==> src/rtl/ball_rally_fsm.sv <==
// ball_rally_fsm
//   Game engine for a two-player LED "ball rally". The ball walks from
//   position 0 (player A end) to POS_MAX (player B end), one step per tick.
//   A player returns the ball by pressing while it sits at their own end.
//   If a player misses, that player's lost flag is raised for HOLD_TICKS
//   ticks, and then that player serves.
//
//   Optional feature macro: SCORE_BOARD_EN
//     Defined   : adds score keeping, a match limit (WIN_SCORE) and the OVER state.
//     Undefined : scoreA, scoreB and game_over are tied to 0, and play is endless.
//
// Ports
//   clk        system clock
//   rst_n      asynchronous active-low reset
//   tick       one-cycle step pulse (one ball step per pulse)
//   on         game enable; 0 forces IDLE in any cycle
//   btnA/btnB  raw asynchronous active-high player buttons
//   state      ball position 0..POS_MAX (registered)
//   lostA/B    miss flags, held for HOLD_TICKS ticks (registered)
//   scoreA/B   points won (registered, 0 without SCORE_BOARD_EN)
//   game_over  match decided (registered, 0 without SCORE_BOARD_EN)
//   dbg_fsm    current FSM state encoding, for observation only
//
// Interface timing
//   tick, pA and pB are single-cycle qualifiers. The FSM samples them on
//   the rising clock edge. A press pulse is consumed on the 3rd clock edge
//   after the raw button rises. A press that arrives in the same cycle as
//   a tick is evaluated against the ball position from before that tick.
module ball_rally_fsm #(
    parameter int POS_MAX    = 5,
    parameter int HOLD_TICKS = 3,
    parameter int SCORE_W    = 4,
    parameter int WIN_SCORE  = 7
) (
    input  logic               clk,
    input  logic               rst_n,
    input  logic               tick,
    input  logic               on,
    input  logic               btnA,
    input  logic               btnB,
    output logic [2:0]         state,
    output logic               lostA,
    output logic               lostB,
    output logic [SCORE_W-1:0] scoreA,
    output logic [SCORE_W-1:0] scoreB,
    output logic               game_over,
    output logic [2:0]         dbg_fsm
);

    typedef enum logic [2:0] {
        IDLE, SERVE_A, SERVE_B, MOVE_R, MOVE_L, LOST_A, LOST_B, OVER
    } fsm_t;

    localparam logic [2:0] END_B      = 3'(POS_MAX);
    localparam logic [2:0] NEAR_B     = 3'(POS_MAX - 1);
    localparam int         HOLD_W     = (HOLD_TICKS > 1) ? $clog2(HOLD_TICKS) : 1;
    localparam logic [HOLD_W-1:0] HOLD_LAST = HOLD_W'(HOLD_TICKS - 1);

    fsm_t              fsm;
    logic [2:0]        sync_a;
    logic [2:0]        sync_b;
    logic              pA;
    logic              pB;
    logic              hA;
    logic              hB;
    logic [HOLD_W-1:0] hold_cnt;
    logic              match_won;

    assign dbg_fsm = fsm;

    // Bits [1:0] form the two-flop synchroniser. Bit [2] holds the
    // previous synchronised level and is used for rising-edge detection.
    // A held button therefore gives exactly one pulse.
    always_ff @(posedge clk or negedge rst_n) begin
        if (!rst_n) begin
            sync_a <= '0;
            sync_b <= '0;
        end else begin
            sync_a <= {sync_a[1:0], btnA};
            sync_b <= {sync_b[1:0], btnB};
        end
    end

    assign pA = sync_a[1] & ~sync_a[2];
    assign pB = sync_b[1] & ~sync_b[2];

`ifdef SCORE_BOARD_EN
    assign match_won = (scoreA == SCORE_W'(WIN_SCORE)) || (scoreB == SCORE_W'(WIN_SCORE));
`else
    assign match_won = 1'b0;
    assign scoreA    = '0;
    assign scoreB    = '0;
    assign game_over = 1'b0;
`endif

    always_ff @(posedge clk or negedge rst_n) begin
        if (!rst_n) begin
            fsm      <= IDLE;
            state    <= '0;
            lostA    <= 1'b0;
            lostB    <= 1'b0;
            hA       <= 1'b0;
            hB       <= 1'b0;
            hold_cnt <= '0;
`ifdef SCORE_BOARD_EN
            scoreA    <= '0;
            scoreB    <= '0;
            game_over <= 1'b0;
`endif
        end else if (!on) begin
            fsm      <= IDLE;
            state    <= '0;
            lostA    <= 1'b0;
            lostB    <= 1'b0;
            hA       <= 1'b0;
            hB       <= 1'b0;
            hold_cnt <= '0;
`ifdef SCORE_BOARD_EN
            scoreA    <= '0;
            scoreB    <= '0;
            game_over <= 1'b0;
`endif
        end else begin
            case (fsm)
                IDLE: begin
                    fsm   <= SERVE_A;
                    state <= '0;
                end
                SERVE_A: begin
                    state <= '0;
                    if (pA) fsm <= MOVE_R;
                end
                SERVE_B: begin
                    state <= END_B;
                    if (pB) fsm <= MOVE_L;
                end
                MOVE_R: begin
                    if (tick) begin
                        hB <= 1'b0;
                        if (state != END_B) begin
                            state <= state + 3'd1;
                        end else if (hB || pB) begin
                            fsm   <= MOVE_L;
                            state <= NEAR_B;
                        end else begin
                            fsm      <= LOST_B;
                            lostB    <= 1'b1;
                            hold_cnt <= '0;
`ifdef SCORE_BOARD_EN
                            if (scoreA != SCORE_W'(WIN_SCORE)) scoreA <= scoreA + 1'b1;
`endif
                        end
                    end else if (state == END_B && pB) begin
                        // Latch an early return. Only a press made while the
                        // ball waits at the end counts; a press on the arrival
                        // tick does not.
                        hB <= 1'b1;
                    end
                end
                MOVE_L: begin
                    if (tick) begin
                        hA <= 1'b0;
                        if (state != 3'd0) begin
                            state <= state - 3'd1;
                        end else if (hA || pA) begin
                            fsm   <= MOVE_R;
                            state <= 3'd1;
                        end else begin
                            fsm      <= LOST_A;
                            lostA    <= 1'b1;
                            hold_cnt <= '0;
`ifdef SCORE_BOARD_EN
                            if (scoreB != SCORE_W'(WIN_SCORE)) scoreB <= scoreB + 1'b1;
`endif
                        end
                    end else if (state == 3'd0 && pA) begin
                        hA <= 1'b1;
                    end
                end
                LOST_A: begin
                    if (tick) begin
                        if (hold_cnt == HOLD_LAST) begin
                            lostA    <= 1'b0;
                            hold_cnt <= '0;
                            fsm      <= match_won ? OVER : SERVE_A;
`ifdef SCORE_BOARD_EN
                            if (match_won) game_over <= 1'b1;
`endif
                        end else begin
                            hold_cnt <= hold_cnt + 1'b1;
                        end
                    end
                end
                LOST_B: begin
                    if (tick) begin
                        if (hold_cnt == HOLD_LAST) begin
                            lostB    <= 1'b0;
                            hold_cnt <= '0;
                            fsm      <= match_won ? OVER : SERVE_B;
`ifdef SCORE_BOARD_EN
                            if (match_won) game_over <= 1'b1;
`endif
                        end else begin
                            hold_cnt <= hold_cnt + 1'b1;
                        end
                    end
                end
                OVER: begin
                    // Terminal state. Only on=0 or reset leaves it.
                    fsm <= OVER;
                end
                default: fsm <= IDLE;
            endcase
        end
    end

endmodule

==> config.mk <==
export PLATFORM = sky130hd
export DESIGN_NAME = ball_rally_fsm
export DESIGN_NICKNAME = d
export VERILOG_FILES = /design/src/rtl/ball_rally_fsm.sv
export SDC_FILE = /design/constraint.sdc
export NUM_CORES = 1
export LEC_CHECK = 0
export BUFFER_PORTS_ARGS = -buffer_cell sky130_fd_sc_hd__buf_2
export CAP_MARGIN = 15
export CORE_ASPECT_RATIO = 1.2
export CORE_MARGIN = 2
export CORE_UTILIZATION = 57
export DETAILED_ROUTE_END_ITERATION = 10
export PLACE_DENSITY = 0.82
export SLEW_MARGIN = 25
export SYNTH_ARGS = -nofsm -noshare
export SYNTH_HDL_FRONTEND = slang
export SYNTH_SLANG_ARGS = --single-unit
==> constraint.sdc <==
create_clock -name clk -period 4.1 [get_ports clk]
set_clock_uncertainty 0.15 [all_clocks]
set_input_delay 0.82 -clock clk [delete_from_list [all_inputs] [get_ports clk]]
set_output_delay 0.82 -clock clk [all_outputs]
set_load 0.1 [all_outputs]
After elaboration in Yosys (flattened, before gate mapping):

Cells that the tools add are included.

* output and inout bits: 17
* flip-flop bits (word level): 18
* logic and storage cells: 117
* memory bits (writable): 0
* bits of input ports: 6
* memories: 0
* bits in latches: 0
* bits in read-only memories: 0

* multiply operators: 0
* mux-type cells: 52
* reduce and logical (&&, ||, !) cells: 16
* shift-type cells: 0
* add/sub/neg operators: 3
* equality and inequality tests: 33
* bitwise logic cells: 4
* $lt $le $gt $ge: 0
* divide/modulo/power cells: 0

Operators by type and width (count)
* two-way mux 3 bit: 19
* != test 3 bit, second input constant: 14
* case mux 3 bit (8 select lines): 1
* two-way mux 2 bit: 10
* two-way mux 1 bit: 18
* equality test 3 bit, second input constant: 5
* case mux 3 bit (4 select lines): 1
* AND reduction 6 bit: 2
* AND reduction 10 bit: 1
* != test 4 bit, second input constant: 2
* AND reduction 8 bit: 1
* equality test 3 x 2 -> 1 bit, second input constant: 2
* logical NOT 3 bit: 2
* != test 3 x 1 -> 1 bit, second input constant: 2
* != test 3 x 2 -> 1 bit, second input constant: 2
* case mux 2 bit (3 select lines): 1
* != test 5 x 2 -> 1 bit, second input constant: 1
* AND reduction 5 bit: 1
* != test 2 x 1 -> 1 bit, second input constant: 2
* != test 4 x 2 -> 1 bit, second input constant: 1
* case mux 1 bit (2 select lines): 2
* AND reduction 2 bit: 2
* OR reduction 2 bit: 2
* adder 3 x 1 -> 3 bit, second input constant: 1
* other kinds (9): 13

Logic depth before layout (Yosys ltp):

* depth in word-level cells: 8
* depth in mapped cells: 6
* gate-level depth less buffers: 5

Least setup slack after synthesis:

Ideal clock, no wire load.

* kind: flip-flop to flip-flop
* start: reg fsm[0] (netlist: dbg_fsm[0])
* end: reg fsm[2] (netlist: dbg_fsm[2])
* period minus slack after synthesis: 2.568 ns
* cell stages (with the launch flop): 7
* buffers on the path: 1
* data required time: 3.825 ns
* path slack: 1.532 ns
* data arrival time: 2.293 ns
* cell sequence: dfrtp_1 > buf_2 > nand2b_1 > o22ai_1 > a222oi_1 > nand2_1 > mux2_4

* cells in the longest elaborated chain, start to end: 3
* elaborated cells between the ends (all ways): 21
* classes of those cells: 17 x eq/ne; 2 x mux; 2 x reduce/logical

Ends and longest elaborated chain
* start: declaration: RTL line 59 `fsm_t fsm;`
* start signal: assignment: RTL line 185 `fsm <= match_won ? OVER : SERVE_A;`
* start signal: assignment: RTL line 199 `fsm <= match_won ? OVER : SERVE_B;`
* equality test 3 x 2 -> 1 bit, or another cell as far along: RTL line 124 `case (fsm)`
* != test 3 bit (no source line) / case mux 3 bit (8 select lines) (equally long branches)
* AND reduction 10 bit (no source line) / two-way mux 3 bit (equally long branches)

Several ways; a longest one is shown, not always the timed one.
A chain may end at the register's enable or synchronous reset.

Final worst setup path:

* start: reg fsm[0] (netlist: dbg_fsm[0])
* end: out dbg_fsm[0]

RTL lines
* end: declaration: RTL line 47 `output logic [2:0] dbg_fsm`

No word-level cell between the ends.

==> impl_metrics.yaml <==
grt:
  grt_pass1_wl_mm: 4.02
  grt_usage_pct: 23.5
  top_usage_layer: "met2"
  antenna_found_initial: 0
  grtUsageMet2_pct: 37.7
  gr-total-overflow: 0
  grt_pass1_vias: 896
  met3_usage_pct: 4.44
  grt_max_degree: 21
  use_met1_pct: 30.4
timing:
  slew_violations: 0
  holdWs_ns: 0.206
  tightest_slew_ns: 0.616
  period_minus_slack_ns: 2.55
  finalSetupTns_ns: 0
  setup_viol: 0
  grt_setup_unrepaired: "no"
  hold_violations: 0
  layout_setup_ws_ns: 1.55
  fin_crit_sh_pct: 62.2
  relSlewSlack_pct: 58.9
  fmax_mhz: 392
drt:
  firstDrtPassIters: 4
  routed_wirelength_mm: 2.47
  viasPerCell: 6.78
  drtIter0Drc: 76
  dr_total_vias: 1065
  drcViolationCount: 0
  antenna_left: 0
  wl_per_cell_um: 15.7
job:
  maxCapViolations: 0
synthesis:
  ys.flop_type: "dfrtp_1"
  synth_cell_types: 40
  syn_inst: 129
  yosysWarnings: 0
  yosysTopAreaCell: "dfrtp_1"
  syn_area_per_cell_um2: 8.80
  synth-edff-count: 0
  yosysSeqAreaShare_pct: 39.7
  synth_area_um2: 1130
  synth_area_leaders: "dfrtp_1 (40%), buf_4 (6.0%), nand2_1 (5.0%)"
  async_reset_ff_share_pct: 100
  yosysMostFrequentCell: "dfrtp_1"
  yosysTopAreaCellShare_pct: 39.7
  yosys-top-cells-count: "dfrtp_1 (18), nand2_1 (15), buf_4 (9)"
  ys_ff_latch: 18
finish:
  diodes: 0
  final_nets: 145
  final_cell_area_um2: 1190
  syn_to_final_growth_pct: 4.52
  fillers: 154
  drive_above_1_share_pct: 17.4
  fin_cells: 157
worst_setup_path:
  crit_slowest_cell: "dfrtp_1"
  end_kind: "output pin"
  crit_path_max_incr_delay_ns: 0.75
  cp_data_required_time_ns: 3.13
  crit_family: "flip-flops"
  path_cells: "buf_2"
  crit_arrival_ns: 1.58
  critical_path_class: "reg -> out"
  crit_fanout: 20
  crit_buf_inv: 1
  start_kind: "register"
placement:
  dp.cells: 153
  portBuffers: 13
  globalplace.congestion: 0.916
  pre_cts_ws_ns: 1.68
  placed_area_um2: 1150
  hpwlAfterDp_mm: 1.71
floorplanning:
  coreArea_um2: 1850
  start_util_pct: 61.3
  dieArea_um2: 2370
  die_w_um: 44.7
  rows: 17
  io_pins: 23
  die_h_um: 52.9
clock_tree:
  clk_pin_slew_worst_paths_ns: 0.11
  cts_hold_buf: 0
  numCtsBuffers: 3
  clock_sinks: 18
  cts_buffer_depth: 2
  cts_root_buffer: "clkbuf_4"
  cts_setup_buffers: 0
  post_cts_resized: 0
  clk_latency_ns: 0.29
  cts_tree: "built"
  htreeDepth: 1
power_and_ir_drop:
  leakage_nw: 0.545
  peakVddDrop_uv: 419
  power_density_nw_per_um2: 679
status:
  status: "completed"
hold_path:
  hold_class: "reg -> reg"
==> area by class of cell <==
cell class / count / area [µm²] / area share, %
clock buffers: 4 / 36.3 / 3.06
inverters: 6 / 22.5 / 1.90
multi-input cells: 97 / 588 / 49.6
flip-flops and latches: 18 / 450 / 38.0
well taps: 19 / 23.8 / 2.00
repair buffers: 13 / 65.1 / 5.49
==> kinds of logic after synthesis <==
| logic type | count (synthesis) | share of synthesized area, % |
|---|---|---|
| flops | 18 | 39.7 |
| other cells | 1 | 0.330 |
| mux | 4 | 4.19 |
| compound gates | 39 | 23.7 |
| buf+inv | 22 | 11.1 |
| simple gates | 45 | 20.9 |
==> worst register-to-register path: stages (launching register included) <==
cell	delay, ns
dfrtp_1	0.62
nor2b_1	0.46
nand2_1	0.20
o32a_1	0.41
nand2_1	0.15
mux2_4	0.31
==> registers in the layout, indices dropped and copies added, names as in the netlist <==
| signal | cells |
|---|---|
| dbg_fsm | 3 |
| state | 3 |
| sync_a | 3 |
| sync_b | 3 |
| hold_cnt | 2 |
| hA | 1 |
| hB | 1 |
| lostA | 1 |
| lostB | 1 |
==> layer usage <==
metal	vias to the layer above	wire length, µm
li1	468	-
met1	499	987
met2	86	1190
met3	12	228
met4	0	58
met5	-	0
==> power by group <==
part | internal [mW] | leakage [nW] | total [mW] | switching (mW)
sequential | 0.201 | 0.234 | 0.272 | 0.0710
clock | 0.0540 | 0.0210 | 0.108 | 0.0536
combinational | 0.109 | 0.291 | 0.427 | 0.318
total | 0.364 | 0.545 | 0.806 | 0.442
==> final timing paths <==
path                             from          to  slack (ns)  depth (start not counted)
max                        dbg_fsm[0]  dbg_fsm[0]        1.55                          1
min                         sync_a[0]   sync_a[1]        0.21                          0
max reg2reg                dbg_fsm[1]  dbg_fsm[2]        1.70                          5
min reg2reg                 sync_a[0]   sync_a[1]        0.21                          0
max in group asynchronous       rst_n    state[0]        3.23                          1
min in group asynchronous       rst_n          hB        0.29                          1
==> through the flow <==
stage | power [mW] | util (%)
finish | 0.806 | 64.1
global route | 0.851 | 64.1
CTS | 0.799 | 64.1
detailed placement | 0.688 | 62.1
global placement | 0.685 | 62.1
floorplan | 0.641 | -
==> cells in the final DEF, fill, tap and decap left out <==
cell type / n
a21boi_0: 1
o2111ai_1: 2
nand3_1: 5
or3_4: 1
a211oi_1: 3
a222oi_1: 1
o32a_1: 1
a311oi_1: 1
o22ai_1: 2
o311a_2: 1
inv_1: 6
nor2b_1: 5
a21o_1: 1
dfrtp_1: 18
clkbuf_4: 3
conb_1: 9
a2111oi_0: 1
nor3_1: 6
nand3b_1: 1
o211ai_1: 1
a31oi_1: 3
o2bb2ai_1: 1
nand2_1: 15
clkbuf_8: 1
nor3b_1: 1
o311ai_0: 1
and3b_1: 1
nand2b_1: 2
mux2_2: 2
buf_2: 13
nor3b_2: 2
o21ai_0: 7
o211a_1: 1
mux2_4: 1
a21oi_1: 8
nor2_1: 6
mux2i_1: 1
a22o_1: 1
o31ai_1: 2
No activity file was read; power rests on OpenSTA's default activity.
